**config.mk**
```make
export PLATFORM = sky130hd
export DESIGN_NAME = pipe_hazard_unit
export DESIGN_NICKNAME = d
export VERILOG_FILES = /design/src/rtl/pipe_hazard_unit.sv
export SDC_FILE = /design/constraint.sdc
export NUM_CORES = 1
export LEC_CHECK = 0
export CAP_MARGIN = 10
export CORE_UTILIZATION = 35
export CTS_BUF_LIST = sky130_fd_sc_hd__clkbuf_4 sky130_fd_sc_hd__clkbuf_8 sky130_fd_sc_hd__clkbuf_16
export CTS_CLUSTER_DIAMETER = 40
export DETAILED_ROUTE_END_ITERATION = 6
export DONT_BUFFER_PORTS = 1
export MAX_ROUTING_LAYER = met4
export PLACE_DENSITY_LB_ADDON = 0.08
export RECOVER_POWER = 50
export SKIP_LAST_GASP = 1
export SLEW_MARGIN = 30
export SYNTH_ARGS = -nofsm -noshare
export SYNTH_HDL_FRONTEND = slang
export SYNTH_SLANG_ARGS = --single-unit
```
**constraint.sdc**
```tcl
create_clock -name clk -period 1.5 [get_ports clk]
set_input_delay 0.225 -clock clk [delete_from_list [all_inputs] [get_ports clk]]
set_output_delay 0.225 -clock clk [all_outputs]
set_load 0.005 [all_outputs]
```
**src/rtl/pipe_hazard_unit.sv**
```systemverilog
`default_nettype none
// ============================================================================
// Module      : pipe_hazard_unit
// Description : Scoreboard of in-flight destinations for an in-order pipeline.
//               Selects forwarding sources, stalls decode on load-use, flushes
//               on redirect. Optional macro PIPE_HAZARD_LOAD_STALL_EN enables
//               load-use stalling and the stall counter.
// Revision    : 1.0 - initial release
// ============================================================================
module pipe_hazard_unit #(
  parameter int DEPTH       = 2,
  parameter int NSRC        = 2,
  parameter int RAW         = 5,
  parameter int LOAD_LAT    = 2,
  parameter int KILL_STAGES = 1,
  localparam int SELW       = $clog2(DEPTH + 1)
) (
  input  logic                 clk,
  input  logic                 reset_n,
  input  logic                 dec_valid,
  input  logic [RAW-1:0]       dec_rd,
  input  logic                 dec_we,
  input  logic                 dec_is_load,
  input  logic [NSRC*RAW-1:0]  dec_rs,
  input  logic [NSRC-1:0]      dec_rs_used,
  input  logic                 mem_stall,
  input  logic                 redirect,
  output logic                 dec_accept,
  output logic                 stall_dec,
  output logic                 kill,
  output logic [NSRC*SELW-1:0] fwd_sel,
  output logic                 wb_we,
  output logic [RAW-1:0]       wb_rd,
  output logic [15:0]          stall_count
);

  localparam logic [SELW-1:0] c_LOAD_LAT = SELW'(LOAD_LAT);

  logic [DEPTH:1]   r_valid;
  logic [DEPTH:1]   r_we;
  logic [DEPTH:1]   r_ld;
  logic [RAW-1:0]   r_rd [1:DEPTH];
  logic             r_pend_redirect;

  logic [SELW-1:0]  w_sel [NSRC];
  logic [NSRC-1:0]  w_sel_ld;
  logic             w_ld_hit;
  logic             w_hazard;
  logic             w_flush;

  // Scan oldest to youngest so the youngest matching producer wins.
  always_comb begin
    for (int i = 0; i < NSRC; i++) begin
      w_sel[i]    = '0;
      w_sel_ld[i] = 1'b0;
      for (int k = DEPTH; k >= 1; k--) begin
        if (r_valid[k] && r_we[k] && (r_rd[k] != '0) &&
            (r_rd[k] == dec_rs[i*RAW +: RAW]) && dec_rs_used[i]) begin
          w_sel[i]    = SELW'(k);
          w_sel_ld[i] = r_ld[k];
        end
      end
    end
  end

  always_comb begin
    fwd_sel  = '0;
    w_ld_hit = 1'b0;
    for (int i = 0; i < NSRC; i++) begin
      fwd_sel[i*SELW +: SELW] = w_sel[i];
      if (w_sel_ld[i] && (w_sel[i] < c_LOAD_LAT)) begin
        w_ld_hit = 1'b1;
      end
    end
  end

`ifdef PIPE_HAZARD_LOAD_STALL_EN
  assign w_hazard = dec_valid & w_ld_hit;
`else
  // Load delay is scheduled by software: early load data is never waited for.
  assign w_hazard = 1'b0 & w_ld_hit;
`endif

  assign stall_dec  = mem_stall | w_hazard;
  assign w_flush    = (redirect | r_pend_redirect) & ~mem_stall;
  assign kill       = w_flush;
  assign dec_accept = dec_valid & ~stall_dec & ~redirect & ~mem_stall & ~r_pend_redirect;
  assign wb_we      = r_valid[DEPTH] & r_we[DEPTH];
  assign wb_rd      = r_rd[DEPTH];

  // Flushed stages do not advance, so stage KILL_STAGES+1 receives a bubble too.
  always_ff @(posedge clk or negedge reset_n) begin
    if (!reset_n) begin
      r_valid         <= '0;
      r_we            <= '0;
      r_ld            <= '0;
      r_pend_redirect <= 1'b0;
      for (int k = 1; k <= DEPTH; k++) begin
        r_rd[k] <= '0;
      end
    end else if (!mem_stall) begin
      r_pend_redirect <= 1'b0;
      r_valid[1]      <= dec_accept;
      r_rd[1]         <= dec_rd;
      r_we[1]         <= dec_we;
      r_ld[1]         <= dec_is_load;
      for (int k = 2; k <= DEPTH; k++) begin
        r_valid[k] <= r_valid[k-1] & ~(w_flush && (k <= KILL_STAGES + 1));
        r_rd[k]    <= r_rd[k-1];
        r_we[k]    <= r_we[k-1];
        r_ld[k]    <= r_ld[k-1];
      end
    end else if (redirect) begin
      r_pend_redirect <= 1'b1;
    end
  end

`ifdef PIPE_HAZARD_LOAD_STALL_EN
  logic [15:0] r_stall_count;

  always_ff @(posedge clk or negedge reset_n) begin
    if (!reset_n) begin
      r_stall_count <= '0;
    end else if (w_hazard && !mem_stall && (r_stall_count != 16'hFFFF)) begin
      r_stall_count <= r_stall_count + 16'd1;
    end
  end

  assign stall_count = r_stall_count;
`else
  assign stall_count = '0;
`endif

endmodule
`default_nettype wire

```
==> run summary, run 1 <==
## Synth
- 36.23% — proportion of synthesized chip area in sequential cells
- 0 — Warnings, synthesis
- 15 — number of flip-flops and latches in the synthesized netlist
- 10.68 sq um — Synth Area per Inst
- 0.001036 sq mm — area of the mapped netlist
- buf_4 — library cell with the highest instance count after synthesis
- 0 — number of enable-type register cells in the synthesized netlist
- 22 — post-synth cell types
- 36.23% — top-area cell type share of the netlist area
- buf_4 (22), dfrtp_1 (15), mux2_2 (12), xnor2_1 (12), xor2_1 (8) — synth cell count leaders
- dfrtp_1 — most used flip-flop cell after synthesis
- 100.0% — FFs w/ async S/R, synth
- dfrtp_1 — cell accounting for the most synthesized area
- 97 — cell count after synthesis
- dfrtp_1 (36%), buf_4 (16%), mux2_2 (13%), xnor2_1 (10%), xor2_1 (6.8%) — top cells by area in the synthesized netlist

## Global route
- 20 — maximum number of pins on one net before global-route repair
- 699 — vias in the first global route
- 0 — antenna violations before repair
- 0 — sum of overflow across all layers after global routing
- 3.408 mm — first-pass GRT wire length
- 14.38% — Total GRT Usage

## Floorplan
- 37.25% — Starting Density
- 56.41 microns — chip height
- 56.41 microns — horizontal extent of the die
- 19 — # rows
- 0.003182 sq mm — Die ar.
- 53 — number of top-level pins
- 0.002781 sq mm — core area

## STA
- 120.1% — share of the clock period used by the worst path after layout
- 0.6687 ns — measured slew at the worst slew-check pin
- 0 — Max Slew Vio Count
- 55.27% — Worst slew margin
- true — setup repair after global routing missed its margin
- -0.3018 ns — Worst Slack Setup Final
- 1.802 ns — Final Critical Period
- 0 — final-report hold violation count
- 4 — setup-violating endpoint count in the final report
- 0.5550 GHz — max frequency
- 0.008972 ns — worst clock skew
- 0.04365 ns — worst hold-check slack
- -1.076 ns — summed negative setup slack over all endpoints

## Setup path
- flip-flop — kind of launch point of the worst setup path
- or4_4 — CP max-delay cell
- simple AND/OR/NAND/NOR gates — cell family with the largest share of critical-path delay
- 1.27 ns — required time at the endpoint of the critical path
- output pin — type of element capturing the critical path
- or4_4, nor2_4, nor3_2, nor3_2 — worst path cell trace
- 1.58 ns — Worst EP arrival
- 2 — largest driver fanout on the critical path
- 0 — buffering stage count on the worst path with inverters included
- 0.54 ns — highest cell delay on the worst timing path
- nor3_2 — cell mode on critical path
- reg2out — Setup CP Type

## Status
- negative setup slack — failing checks
- complete, but fails checks — result of the run

## Power
- 884.1 mW/mm^2 — power per standard cell area
- 27.78% — switch share
- 31.0% — combinational share of power
- 0.6345 mV — maximum vdd drop
- 0.5188 nW — Leak
- 46.0% — part of the total power dissipated in sequential elements
- 0.2950 mW — sw power
- 0.7670 mW — internal power
- 1.062 mW — total power
- 23.1% — relative contribution of the clock network to total power

## Clocking
- 0.28 ns — clock network latency to the later pin of the worst-skew pair
- clkbuf_4 — root buffer selected by CTS
- 15 — TritonCTS sink count
- 1 — H-tree levels
- 3 — TritonCTS Buffers
- 0.09 ns — Clock transition at path regs
- 2 — clock tree buffer depth
- done — CTS tree

## Cells and area
- 140 — final net count
- 0 — number of antenna repair diodes
- 574.3 sq um — area taken by multi-input logic gates
- 375.4 sq um — area taken by flip-flops and latches
- 284 — FILL cells
- 40.87% — share of layout cells above drive strength 1
- 15.94% — Layout area overhead

## Drt
- 13.93 microns — routed length per placed instance
- 690 — total number of vias
- 3 — DR pass1 iterations
- 2.034 mm — Routed Wire Length
- 0 — antenna violation net count after detailed routing
- 4 — drt initial violations
- 0 — DRC viols
- 4.726 — via density per instance

## Flow run
- 0 — reported max-cap violation count

## Placed design
- 1.691 mm — Final HPWL DP
- -0.1017 ns — Post-Place Worst Slack
- 0.7215 — Placer Congestion
- 0 — count of buffers from port buffering

## Worst hold path
- in2reg — min-delay worst type

-- logic make-up (layout without fill, tap and decap cells) --
| group | after synthesis | after routing | synth area share, % |
|---|---|---|---|
| buf+inv | 24 | 27 | 16.91 |
| simple gates | 22 | 22 | 14.86 |
| other cells | 1 | 16 | 0.3620 |
| mux | 12 | 12 | 13.04 |
| compound gates | 3 | 3 | 1.690 |
| xor+xnor | 20 | 20 | 16.91 |
| flops | 15 | 15 | 36.23 |
-- stage by stage --
step	std cells	utilization [%]	cell area, sq um
finish	146	43.18	1201
floorplan	112	-	1092
detailed placement	139	39.77	1106
global placement	139	39.77	1106
CTS	146	42.24	1175
global route	146	43.18	1201
-- registers in the layout, summed over array words and instances, names as in the netlist --
| register | cells |
|---|---|
| r_we | 2 |
| r_rd | 5 |
| r_valid | 2 |
| wb_rd | 5 |
| r_pend_redirect | 1 |
-- power groups by stage --
stage                     combinational (mW)  clock [mW]  sequential, mW
after detailed placement               0.288           0           0.497
after global routing                   0.363       0.270           0.494
after global placement                 0.285           0           0.496
after floorplan                        0.211           0           0.505
final                                  0.329       0.245           0.488
after CTS                              0.322       0.251           0.486
-- cells in the final DEF (no fill, tap or decap), drive strengths merged --
cell type / n
nor2: 3
nor4b: 1
clkbuf: 6
a21o: 1
dfrtp: 15
nand3: 2
mux2: 12
xor2: 8
nor2b: 1
and2: 1
nand2: 2
buf: 20
nand4: 4
nor4: 2
conb: 16
nor3: 4
or4: 2
o21ai: 2
dlygate4sd3: 1
xnor2: 12
-- metal layers --
layer  global-route usage (%)  wire, microns  vias to the layer above
li1                         -              -                      331
met1                    17.03            855                      323
met2                    23.30           1009                       34
met3                    4.147            156                        2
met4                    5.226             13                        0
met5                        -              0                        -
-- worst reg2reg max path: stages, from the launching register on --
cell	delay, ns
dfrtp_1	0.39
nor4b_1	0.46
a21o_1	0.13
-- worst paths after layout --
kind	start	end	slack (ns)	cells after the start
max in group asynchronous	reset_n	wb_rd[2]$_DFFE_PN0N_	0.65	1
worst max-delay path	r_rd[6]$_DFFE_PN0N_	fwd_sel[1]	-0.30	4
worst min-delay path	mem_stall	r_valid[2]$_DFFE_PN0N_	0.04	1
worst min register to register	r_valid[2]$_DFFE_PN0N_	r_valid[2]$_DFFE_PN0N_	0.49	2
min in group asynchronous	reset_n	r_valid[1]$_DFFE_PN0N_	0.41	1
worst max register to register	r_pend_redirect$_DFFE_PN0P_	r_valid[1]$_DFFE_PN0N_	0.47	2
-- what timing repair did --
item / in CTS / in global routing
hold buffers: 1 / 0
endpoints found under the hold margin: 15 / 0
buffers inserted: 2 / 0
resized for setup: 3 / 6
pin swaps: 6 / 2
setup endpoints to repair: 4 / 4
-- cell type report --
| cell class | instances | share of cell area [%] |
|---|---|---|
| well taps | 31 | 3.229 |
| flip-flops and latches | 15 | 31.25 |
| repair buffers | 23 | 15.21 |
| clock buffers | 4 | 2.500 |
| multi-input cells | 73 | 47.81 |
(Power assumes the default switching activity.)
==> run 2: changes to the inputs <==
==> constraint.sdc (replaced) <==
create_clock -name clk -period 1.5 [get_ports clk]
set_input_delay 0.15 -clock clk [delete_from_list [all_inputs] [get_ports clk]]
set_output_delay 0.15 -clock clk [all_outputs]
set_load 0.005 [all_outputs]
==> run summary, run 2 (same netlist as run 1, synthesis figures left out) <==
## STA
- 1.715 ns — Final Critical Period
- 0 — Max Slew Vio Count
- 0.6735 ns — measured slew at the worst slew-check pin
- 4 — setup-violating endpoint count in the final report
- 54.95% — Worst slew margin
- 114.3% — share of the clock period used by the worst path after layout
- 0.005312 ns — worst clock skew
- 0.5831 GHz — max frequency
- 0 — final-report hold violation count
- 0.01563 ns — worst hold-check slack
- -0.2149 ns — Worst Slack Setup Final
- true — setup repair after global routing missed its margin

## Floorplan
- 0.003182 sq mm — Die ar.
- 56.41 microns — chip height
- 37.25% — Starting Density
- 53 — number of top-level pins
- 19 — # rows
- 56.41 microns — horizontal extent of the die
- 0.002781 sq mm — core area

## Placed design
- 0 — count of buffers from port buffering
- 0.001039 sq mm — Placement Cell Area
- 0.6902 — Placer Congestion
- 0.01867 ns — Post-Place Worst Slack
- 1.689 mm — Final HPWL DP

## Clocking
- 3 — TritonCTS Buffers
- 0.09 ns — Clock transition at path regs
- 15 — TritonCTS sink count
- clkbuf_4 — root buffer selected by CTS
- 0 — postcts setup bufs
- 2 — clock tree buffer depth
- 1 — H-tree levels
- done — CTS tree
- 0.28 ns — clock network latency to the later pin of the worst-skew pair

## Worst hold path
- in2reg — min-delay worst type
- dec_we — origin of the worst min-delay path

## Drt
- 14.94 microns — routed length per placed instance
- 8 — drt initial violations
- 0 — antenna violation net count after detailed routing
- 4.849 — via density per instance
- 674 — total number of vias
- 4 — DR pass1 iterations
- 2.077 mm — Routed Wire Length
- 0 — DRC viols

## Global route
- 0 — sum of overflow across all layers after global routing
- 17 — maximum number of pins on one net before global-route repair
- 0 — antenna violations before repair
- 14.86% — Total GRT Usage
- 3.415 mm — first-pass GRT wire length
- 707 — vias in the first global route

## Cells and area
- 285 — FILL cells
- 40.49% — final core occ
- 0 — number of antenna repair diodes
- 0.001126 sq mm — Non-Filler Cell Area, Final
- 32.41% — share of layout cells above drive strength 1
- 133 — final net count
- 8.696% — Layout area overhead
- conb_1 — most common library cell in the layout ignoring fill and taps
- conb_1 (16), dfrtp_1 (14), xnor2_1 (12), mux2_2 (12), buf_4 (10) — highest-count cells in the layout ignoring fill and taps

## Setup path
- r_valid[1]$_DFFE_PN0N_ — Crit Reg-Reg Endpoint
- 0.55 ns — highest cell delay on the worst timing path
- output pin — type of element capturing the critical path
- or4_4, nor2_4, nor3_2, nor3_2 — worst path cell trace
- r_pend_redirect$_DFFE_PN0P_ — Reg2Reg Launch Point
- fwd_sel[1] — Critical Path End
- 1.56 ns — Worst EP arrival
- 2 — largest driver fanout on the critical path
- r_rd[6]$_DFFE_PN0N_ — CP Launch Point
- nor3_2 — cell mode on critical path
- flip-flop — kind of launch point of the worst setup path
- reg2out — Setup CP Type
- 1.35 ns — required time at the endpoint of the critical path
- 0.46 ns — register-to-register path setup slack
- or4_4 — CP max-delay cell
- 2 — depth of the worst register-to-register path

## Status
- complete, but fails checks — result of the run
- negative setup slack — failing checks

## Flow run
- 0 — reported max-cap violation count

## Power
- 0.4288 mV — maximum vdd drop
- 887.6 mW/mm^2 — power per standard cell area
- 0.4623 nW — Leak
- 0.9995 mW — total power

[run 2: cell count changes in the layout (fill, tap and decap cells not counted), sizes merged]
cell and delta:
buf -10, clkbuf -1, dlygate4sd3 +4
[run 2: routing by layer]
layer / vias to the layer above / wire length (microns) / global-route usage, %
li1: 314 / - / -
met1: 323 / 856 / 17.42
met2: 35 / 1053 / 24.15
met3: 2 / 153 / 3.917
met4: 0 / 14 / 6.272
met5: - / 0 / -
[run 2: worst max-delay path, delay by kind of cell, from the launching register on]
kind / cells / cell delay, ns
flip-flops: 1 / 0.39
AND/OR/NAND/NOR: 4 / 0.89
[run 2: timing repair]
item | CTS | global route
pin swaps | 2 | 1
resized for setup | 2 | 1
endpoints found under the hold margin | 21 | 0
hold buffers | 5 | 0
endpoints found under the setup margin | 4 | 4
[run 2: cell type report]
| cell class | instances | area (sq um) | share of cell area (%) |
|---|---|---|---|
| clock buffers | 4 | 30.03 | 2.667 |
| multi-input cells | 73 | 551.8 | 49.00 |
| flip-flops and latches | 15 | 376.6 | 33.44 |
| well taps | 31 | 38.79 | 3.444 |
| repair buffers | 16 | 128.9 | 11.44 |
[run 2: through the flow]
stage          instances  TNS, ns
2_1_floorplan        112        0
3_3_place_gp         130        0
3_5_place_dp         130        0
4_1_cts              139  -0.9734
5_1_grt              139   -1.197
6_report             139  -0.8304
[run 2: where the power goes]
group | internal, mW | switching [mW]
Combinational | 0.141 | 0.108
Clock | 0.121 | 0.130
Sequential | 0.450 | 0.0488
[run 2: worst min-delay path by stage]
stage,to,slack [ns],cells after the start
2_1_floorplan,r_pend_redirect$_DFFE_PN0P_,-0.15,0
3_3_place_gp,r_rd[9]$_DFFE_PN0N_,-0.15,0
3_5_place_dp,r_rd[9]$_DFFE_PN0N_,-0.15,0
4_1_cts,r_we[1]$_DFFE_PN0N_,0.002,1
5_1_grt,r_we[1]$_DFFE_PN0N_,0.003,1
6_report,r_we[1]$_DFFE_PN0N_,0.02,1
